===== src/rtl/game_sequencer.sv =====
// rtl/game_sequencer.sv - breakout game-phase FSM, frame tick, round-robin block-hit arbiter
module game_sequencer #(
   parameter int NUM_BLOCKS   = 13,
   parameter int LIVES        = 3,
   parameter int SERVE_FRAMES = 60
) (
   input  logic                  clk,
   input  logic                  reset_n,
   input  logic                  start,
   input  logic                  vsync,
   input  logic [2:0]            hit_req,
   input  logic [11:0]           hit_idx,
   input  logic                  ball_lost,
   output logic [2:0]            hit_ack,
   output logic [NUM_BLOCKS-1:0] block_to_del,
   output logic [3:0]            blocks_left,
   output logic [1:0]            lives,
   output logic                  serve,
   output logic                  ball_en,
   output logic                  win,
   output logic                  lose,
   output logic                  frame_tick
);

   localparam logic [3:0] NB4   = 4'(NUM_BLOCKS);
   localparam logic [1:0] LIV2  = 2'(LIVES);
   localparam logic [7:0] SERV8 = 8'(SERVE_FRAMES);

   typedef enum logic [2:0] {S_IDLE, S_SERVE, S_PLAY, S_WIN, S_LOSE} state_t;

   state_t                  state, state_nxt;
   logic [NUM_BLOCKS-1:0]   blk_nxt;
   logic [3:0]              bl_nxt;
   logic [1:0]              lives_nxt;
   logic [2:0]              ack_nxt;
   logic [1:0]              rr, rr_nxt;
   logic [7:0]              cnt, cnt_nxt;
   logic                    vsync_d, start_d;
   logic                    start_rise;
   logic [2:0]              elig;
   logic [2:0]              p;
   logic                    gv;
   logic [1:0]              gk;
   logic [3:0]              sel_idx;
   logic                    new_hit;

   assign start_rise = start & ~start_d;
   // A requester whose ack is high this cycle is skipped so it can drop its request.
   assign elig       = hit_req & ~hit_ack;

   always_comb begin
      gv = 1'b0;
      gk = 2'd0;
      p  = 3'd0;
      for (int i = 0; i < 3; i++) begin
         p = {1'b0, rr} + 3'(i);
         if (p >= 3'd3) p = p - 3'd3;
         if (!gv && elig[p[1:0]]) begin
            gv = 1'b1;
            gk = p[1:0];
         end
      end
   end

   always_comb begin
      case (gk)
         2'd1:    sel_idx = hit_idx[7:4];
         2'd2:    sel_idx = hit_idx[11:8];
         default: sel_idx = hit_idx[3:0];
      endcase
   end

   assign new_hit = gv && (sel_idx < NB4) && !block_to_del[sel_idx];

   always_comb begin
      state_nxt = state;
      blk_nxt   = block_to_del;
      bl_nxt    = blocks_left;
      lives_nxt = lives;
      ack_nxt   = 3'b000;
      rr_nxt    = rr;
      cnt_nxt   = cnt;
      case (state)
         S_IDLE: begin
            if (start_rise) begin
               state_nxt = S_SERVE;
               cnt_nxt   = 8'd0;
            end
         end
         S_SERVE: begin
            if (cnt == SERV8) state_nxt = S_PLAY;
            else if (frame_tick) cnt_nxt = cnt + 8'd1;
         end
         S_PLAY: begin
            if (gv) begin
               ack_nxt[gk] = 1'b1;
               rr_nxt      = (gk == 2'd2) ? 2'd0 : gk + 2'd1;
               if (new_hit && blocks_left != 4'd0) begin
                  blk_nxt[sel_idx] = 1'b1;
                  bl_nxt           = blocks_left - 4'd1;
               end
            end
            // Clearing the last block takes priority over a simultaneous lost ball.
            if (new_hit && blocks_left == 4'd1) begin
               state_nxt = S_WIN;
            end else if (ball_lost) begin
               if (lives <= 2'd1) begin
                  lives_nxt = 2'd0;
                  state_nxt = S_LOSE;
               end else begin
                  lives_nxt = lives - 2'd1;
                  state_nxt = S_SERVE;
                  cnt_nxt   = 8'd0;
               end
            end
         end
         S_WIN, S_LOSE: begin
            if (start_rise) begin
               blk_nxt   = '0;
               bl_nxt    = NB4;
               lives_nxt = LIV2;
               state_nxt = S_SERVE;
               cnt_nxt   = 8'd0;
            end
         end
         default: state_nxt = S_IDLE;
      endcase
   end

   always_ff @(posedge clk or negedge reset_n) begin
      if (!reset_n) begin
         state        <= S_IDLE;
         block_to_del <= '0;
         blocks_left  <= NB4;
         lives        <= LIV2;
         hit_ack      <= 3'b000;
         rr           <= 2'd0;
         cnt          <= 8'd0;
         vsync_d      <= 1'b1;
         start_d      <= 1'b0;
         frame_tick   <= 1'b0;
         serve        <= 1'b0;
         ball_en      <= 1'b0;
         win          <= 1'b0;
         lose         <= 1'b0;
      end else begin
         state        <= state_nxt;
         block_to_del <= blk_nxt;
         blocks_left  <= bl_nxt;
         lives        <= lives_nxt;
         hit_ack      <= ack_nxt;
         rr           <= rr_nxt;
         cnt          <= cnt_nxt;
         vsync_d      <= vsync;
         start_d      <= start;
         frame_tick   <= vsync_d & ~vsync;
         serve        <= (state_nxt == S_SERVE);
         ball_en      <= (state_nxt == S_PLAY);
         win          <= (state_nxt == S_WIN);
         lose         <= (state_nxt == S_LOSE);
      end
   end

endmodule


===== config.mk =====
export PLATFORM = sky130hd
export DESIGN_NAME = game_sequencer
export DESIGN_NICKNAME = d
export VERILOG_FILES = /design/src/rtl/game_sequencer.sv
export SDC_FILE = /design/constraint.sdc
export NUM_CORES = 1
export LEC_CHECK = 0
export CORE_MARGIN = 2
export CORE_UTILIZATION = 53
export DETAILED_ROUTE_END_ITERATION = 7
export PLACE_DENSITY = 0.81
export SYNTH_ARGS = -nofsm -noshare
export SYNTH_HDL_FRONTEND = slang
export SYNTH_SLANG_ARGS = --single-unit

===== constraint.sdc =====
create_clock -name clk -period 5.1 [get_ports clk]
set_input_delay 0.51 -clock clk [delete_from_list [all_inputs] [get_ports clk]]
set_output_delay 0.51 -clock clk [all_outputs]
set_load 0.005 [all_outputs]

Yosys cells after proc, flatten, opt, wreduce, memory -nomap -nowiden
Index checks and enable logic that the tools add are counted.
{ "totals": {"register_bits": 42, "elab_cells": 135} }
{ "op_classes": {"n_addsub": 9, "n_lt_le_gt_ge": 12, "eq_ne": 21, "mux": 51, "bitwise_logic": 7, "reduce_logical": 21} }
{ "ops": {"columns": ["cell", "n"], "rows": [
  ["8-bit 2-to-1 mux", 6],
  ["13-bit 2-to-1 mux", 3],
  ["13-bit one-hot mux with 2 select lines", 1],
  ["8-bit one-hot mux with 3 select lines", 1],
  ["2-bit 2-to-1 mux", 11],
  ["3-bit 2-to-1 mux", 7],
  ["2-bit != test (second input constant)", 8],
  ["4-bit one-hot mux with 2 select lines", 2],
  ["13-bit OR", 1],
  ["3-bit by 2-bit equality test with 1-bit output (second input constant)", 4],
  ["2-bit by 3-bit < comparator with 1-bit output (second input constant)", 4],
  ["4-bit 2-to-1 mux", 3],
  ["1-bit 2-to-1 mux", 9],
  ["3-bit one-hot mux with 3 select lines", 1],
  ["8-bit by 1-bit adder with 8-bit output (second input constant)", 1],
  ["8-bit by 6-bit equality test with 1-bit output (second input constant)", 1],
  ["1-bit logical AND", 8],
  ["4-bit AND reduction", 2],
  ["7-bit AND reduction", 1],
  ["1-bit binary-select mux with 2-bit select", 3],
  ["3-bit by 1-bit equality test with 1-bit output (second input constant)", 2],
  ["3-bit equality test (second input constant)", 2],
  ["3-bit by 2-bit greater-or-equal comparator with 1-bit output (second input constant)", 2],
  ["2-bit subtractor (second input constant)", 3],
  ["31 further kinds", 35]
]} }

Depth between registers and ports, before layout
{ "logic_depth": {"ltp_word": 21, "depth_mapped": 20, "mapped_depth_nobuf": 18} }

Least setup slack after synthesis
OpenSTA, ideal clock, no wires.
{ "synth_path": {"path_type": "register -> register", "from": "reg rr[0]", "to": "reg cnt[2]", "setup_time_ps": 121, "arrival_ps": 3732, "required_time_ps": 4979, "path_slack_ps": 1247, "path_stages_with_launch": 19, "synth_period_minus_slack_ps": 3853, "cell_sequence": "dfrtp_1 -> inv_1 -> ha_1 -> and2_1 -> o2111ai_1 -> and2_1 -> nor3b_1 -> a311oi_1 -> or2_2 -> ha_1 -> buf_4 -> clkbuf_1 -> a21oi_1 -> o41a_1 -> a311oi_2 -> a22o_4 -> nand2b_2 -> buf_6 -> a22o_1"} }
{ "synth_via": {"elab_chain_len": 20, "elab_cells_between_ends": 39} }
{ "synth_lines": {"columns": ["element", "line", "text"], "rows": [
  ["start, declared", "36", "logic [1:0] rr, rr_nxt;"],
  ["start signal, assigned", "152", "rr <= rr_nxt;"],
  ["parallel branches: the longest is 16 deep, another holds 2-bit by 1-bit adder with 3-bit output", null, null],
  ["1-bit logical AND (*)", "73", "assign new_hit = gv && (sel_idx < NB4) && !block_to_del[sel_idx];"],
  ["1-bit logical AND (*)", "104", "if (new_hit && blocks_left == 4'd1) begin"],
  ["2-bit != test (no source line) (*)", null, null],
  ["7-bit AND reduction (no source line) (*)", null, null],
  ["end signal, assigned", "153", "cnt <= cnt_nxt;"],
  ["end, declared", "37", "logic [7:0] cnt, cnt_nxt;"]
]} }
Mark *: on every way between the ends. The select of a mux whose other input is x is not followed.
A chain may end at the register's enable or synchronous reset.

Worst setup path in the final report
{ "layout_path": {"from": "reg rr[0]", "to": "reg blocks_left[2]"} }
{ "layout_via": {"elab_chain_len": 20, "elab_cells_between_ends": 40} }
{ "layout_lines": {"columns": ["element", "line", "text"], "rows": [
  ["parallel branches: the longest is 19 deep, another holds 2-bit by 1-bit adder with 3-bit output", null, null],
  ["4-bit AND reduction (no source line) (*)", null, null],
  ["end signal, assigned", "149", "blocks_left <= bl_nxt;"],
  ["end, declared", "16", "output logic [3:0] blocks_left,"]
]} }
Marks and branches as above.

==> summary.md <==
| Metric | Value |
|---|---|
| Clk root buf | `clkbuf_8` |
| Drt wl/cell | `15.1 um` |
| Drt first pass iters | `5` |
| Chip width | `74.5 um` |
| Met3 GRT Util | `0.0461` |
| Cts hold-fix bufs | `0` |
| Worst hold slack | `0.343 ns` |
| Leakage power | `0.00139 uW` |
| Worst Tran Pin Value | `0.978 ns` |
| Synth area leader | `dfrtp_1` |
| Max Clock Skew | `0.00657 ns` |
| Pwr Total | `1900 uW` |
| Sink Count | `42` |
| VDD IR max | `0.000321 V` |
| Placer Congestion | `0.872` |
| CTS H-tree depth | `2` |
| CP max stage cell | `a41o_1` |
| Sequential fraction of the synthesis area | `0.402` |
| Total CTS buffers | `5` |
| Status | `finished, final reports clean` |
| Required time worst endpoint | `5.33 ns` |
| CP startpoint | `rr[0]$_DFFE_PN0P_` |
| Synth top area cells | `dfrtp_1 34%, ha_1 6.2%, dfstp_2 6.0%` |
| Critical Path AT | `4.89 ns` |
| Initial antenna violation count | `0` |
| GR peak layer | `met2` |
| Detailed Place HPWL | `4.35 mm` |
| RSZ-0062 raised after global routing | `no` |
| Count leader, synth | `nor2_1` |
| Starting Density | `0.554` |
| R2r endpoint | `blocks_left[2]$_DFFE_PN1P_` |
| CP most frequent cell | `and2_1` |
| Crit-path cells | `inv_1 > ha_1 > and2_1 > o2111ai_1 > and2_1 > nor3b_1 > a311oi_1 > or2_2 > ha_2 > nor2_1 > a21o_1 > a211o_1 > a22oi_2 > a41o_1 > a21oi_1 > a41oi_1` |
| Yosys Warn Count | `0` |
| Number of synthesized flops with an enable pin | `0` |
| Mapped Area | `0.00263 mm2` |
| Slew Limit Headroom | `0.347` |
| Setup_tns | `0 ns` |
| CP endpoint kind | `flop` |
| Tmin final | `4.66 ns` |
| Slowest stage delay, CP | `0.62 ns` |
| First-pass GRT wire length | `9.75 mm` |
| Final-report hold violation count | `0` |
| Worst Setup EP | `blocks_left[2]$_DFFE_PN1P_` |
| Post-CTS Setup Repair Bufs | `0` |
| Nets@finish | `364` |
| Largest net degree at the start of global routing | `43` |
| Period utilization | `0.915` |
| Met2 GRT Util | `0.361` |
| Total gr overflow | `0` |
| Syn_area_per_cell | `9.15 um2` |
| Row cnt | `25` |
| CP Max Fanout | `28` |
| Syn Inst Count | `288` |
| Share of layout cells above drive strength 1 | `0.0904` |
| Clock transition at path regs | `0.08 ns` |
| Vias in the first global route | `2176` |
| Port bufs | `46` |
| Power per cell area | `595 mW/mm2` |
| CORE AREA | `0.00475 mm2` |
| Hold/Removal Path Class | `in2async` |
| P&R area growth vs syn | `21.4%` |
| Ant diodes | `0` |
| Worst setup SP type | `flop` |
| Top_reg_cell synth | `dfrtp_1` |
| Io pins | `47` |
| Die area | `0.00555 mm2` |
| Setup-failing EPs final | `0` |
| Number of remaining DRC errors | `0` |
| Die height | `74.5 um` |
| Post-Syn Nets | `321` |
| Remaining antenna violation count after routing | `0` |
| Top cell type's share of synthesized area | `0.342` |
| Clock latency on the worst-skew pair | `0.30 ns` |
| Routing usage on met1 | `0.310` |
| Ys async rst share | `1.00` |
| Gr usage total | `0.227` |
| Max-cap viol count | `0` |
| Vias/cell | `5.83` |
| CTS tree | `yes` |
| Slew Limit Fails | `0` |
| Initial DRC count | `154` |
| WS Path Type | `reg2reg` |
| Post-Route WL | `6.04 mm` |
| R2R cell count | `16` |
| Post-synth cell types | `58` |
| Post-cts sizing count | `0` |
| F_max | `214 MHz` |
| Worst reg-to-reg setup slack | `0.44 ns` |
| Vias | `2326` |
| Worst R2R Start | `rr[0]$_DFFE_PN0P_` |
| Synth top cells by count | `41 x nor2_1, 36 x dfrtp_1, 21 x nand2_1` |
| Max clock buf depth | `2` |
| Register bit total from synthesis | `42` |
==> final cells by class <==
type	count	area (um2)
fill	389	1560
tap	67	83.8
clock buffer	7	86.3
multi-input combinational	221	1450
timing repair buffer	46	455
clock inverter	1	8.76
inverter	15	56.3
sequential	42	1060
==> power breakdown <==
part	internal, uW	switching (uW)
registers	437	112
clock network	112	121
logic	460	661
==> critical path: cells and delay by family, from the launching register on <==
kind | cells | cell delay, ns
AOI/OAI and AO/OA | 8 | 1.98
and+or+nand+nor | 5 | 1.15
adders and majority gates | 2 | 1.02
DFF | 1 | 0.36
buffers and inverters | 1 | 0.08
==> per-layer routing <==
metal,routed length (um),vias to the layer above
li1,-,1142
met1,2750,1095
met2,2780,77
met3,398,12
met4,110,0
met5,0,-
==> cells by family (layout without fill, tap and decap cells) <==
kind of cell | after synthesis | after routing | synth area share
fa+ha+maj | 13 | 13 | 0.0618
simple gates | 111 | 111 | 0.206
flops | 42 | 42 | 0.402
compound gates | 92 | 92 | 0.262
buf+inv | 25 | 69 | 0.0489
mux | 5 | 5 | 0.0190
==> cells in the final DEF, fill, tap and decap left out, types with 4 or more instances in the layout <==
master,instances
a31oi_1,12
a21o_1,10
mux2i_1,5
nor2_1,41
a21oi_1,18
ha_1,12
nand3_1,11
clkdlybuf4s50_1,45
dfstp_2,6
o31ai_1,6
nand2_1,21
or2_2,4
clkbuf_8,6
and2_1,5
o21ai_0,11
dfrtp_1,36
inv_1,15
nand2b_1,7
a41oi_1,4
==> state kept, by name, summed over array words and instances (netlist names) <==
| name | cells |
|---|---|
| block_to_del | 13 |
| cnt | 8 |
| blocks_left | 4 |
| hit_ack | 3 |
| state | 3 |
| lives | 2 |
| rr | 2 |
| ball_en | 1 |
| frame_tick | 1 |
| lose | 1 |
| serve | 1 |
| start_d | 1 |
| vsync_d | 1 |
| win | 1 |
==> stage by stage <==
step	setup WS, ns	std cells	utilization	cell area [um2]
floorplan	1.25	288	-	2630
global placement	0.486	391	0.652	3100
detailed placement	0.292	391	0.652	3100
global route	0.102	399	0.673	3200
finish	0.436	399	0.673	3200
CTS	0.261	399	0.672	3200
==> how the worst min path moves through the flow <==
stage                               startpoint                          end  slack [ns]  cells past startpoint
final                                  reset_n  block_to_del[6]$_DFFE_PN0P_        0.34                      1
after global routing                   reset_n  block_to_del[6]$_DFFE_PN0P_        0.42                      1
after CTS                              reset_n              serve$_DFF_PN0_        0.38                      1
after detailed placement  lives[1]$_DFFE_PN1P_         lives[1]$_DFFE_PN1P_        0.49                      2
after global placement       vsync_d$_DFF_PN1_         frame_tick$_DFF_PN0_        0.49                      1
after floorplan                        reset_n            ball_en$_DFF_PN0_        0.21                      0
Power figures use the tool's default switching activity.
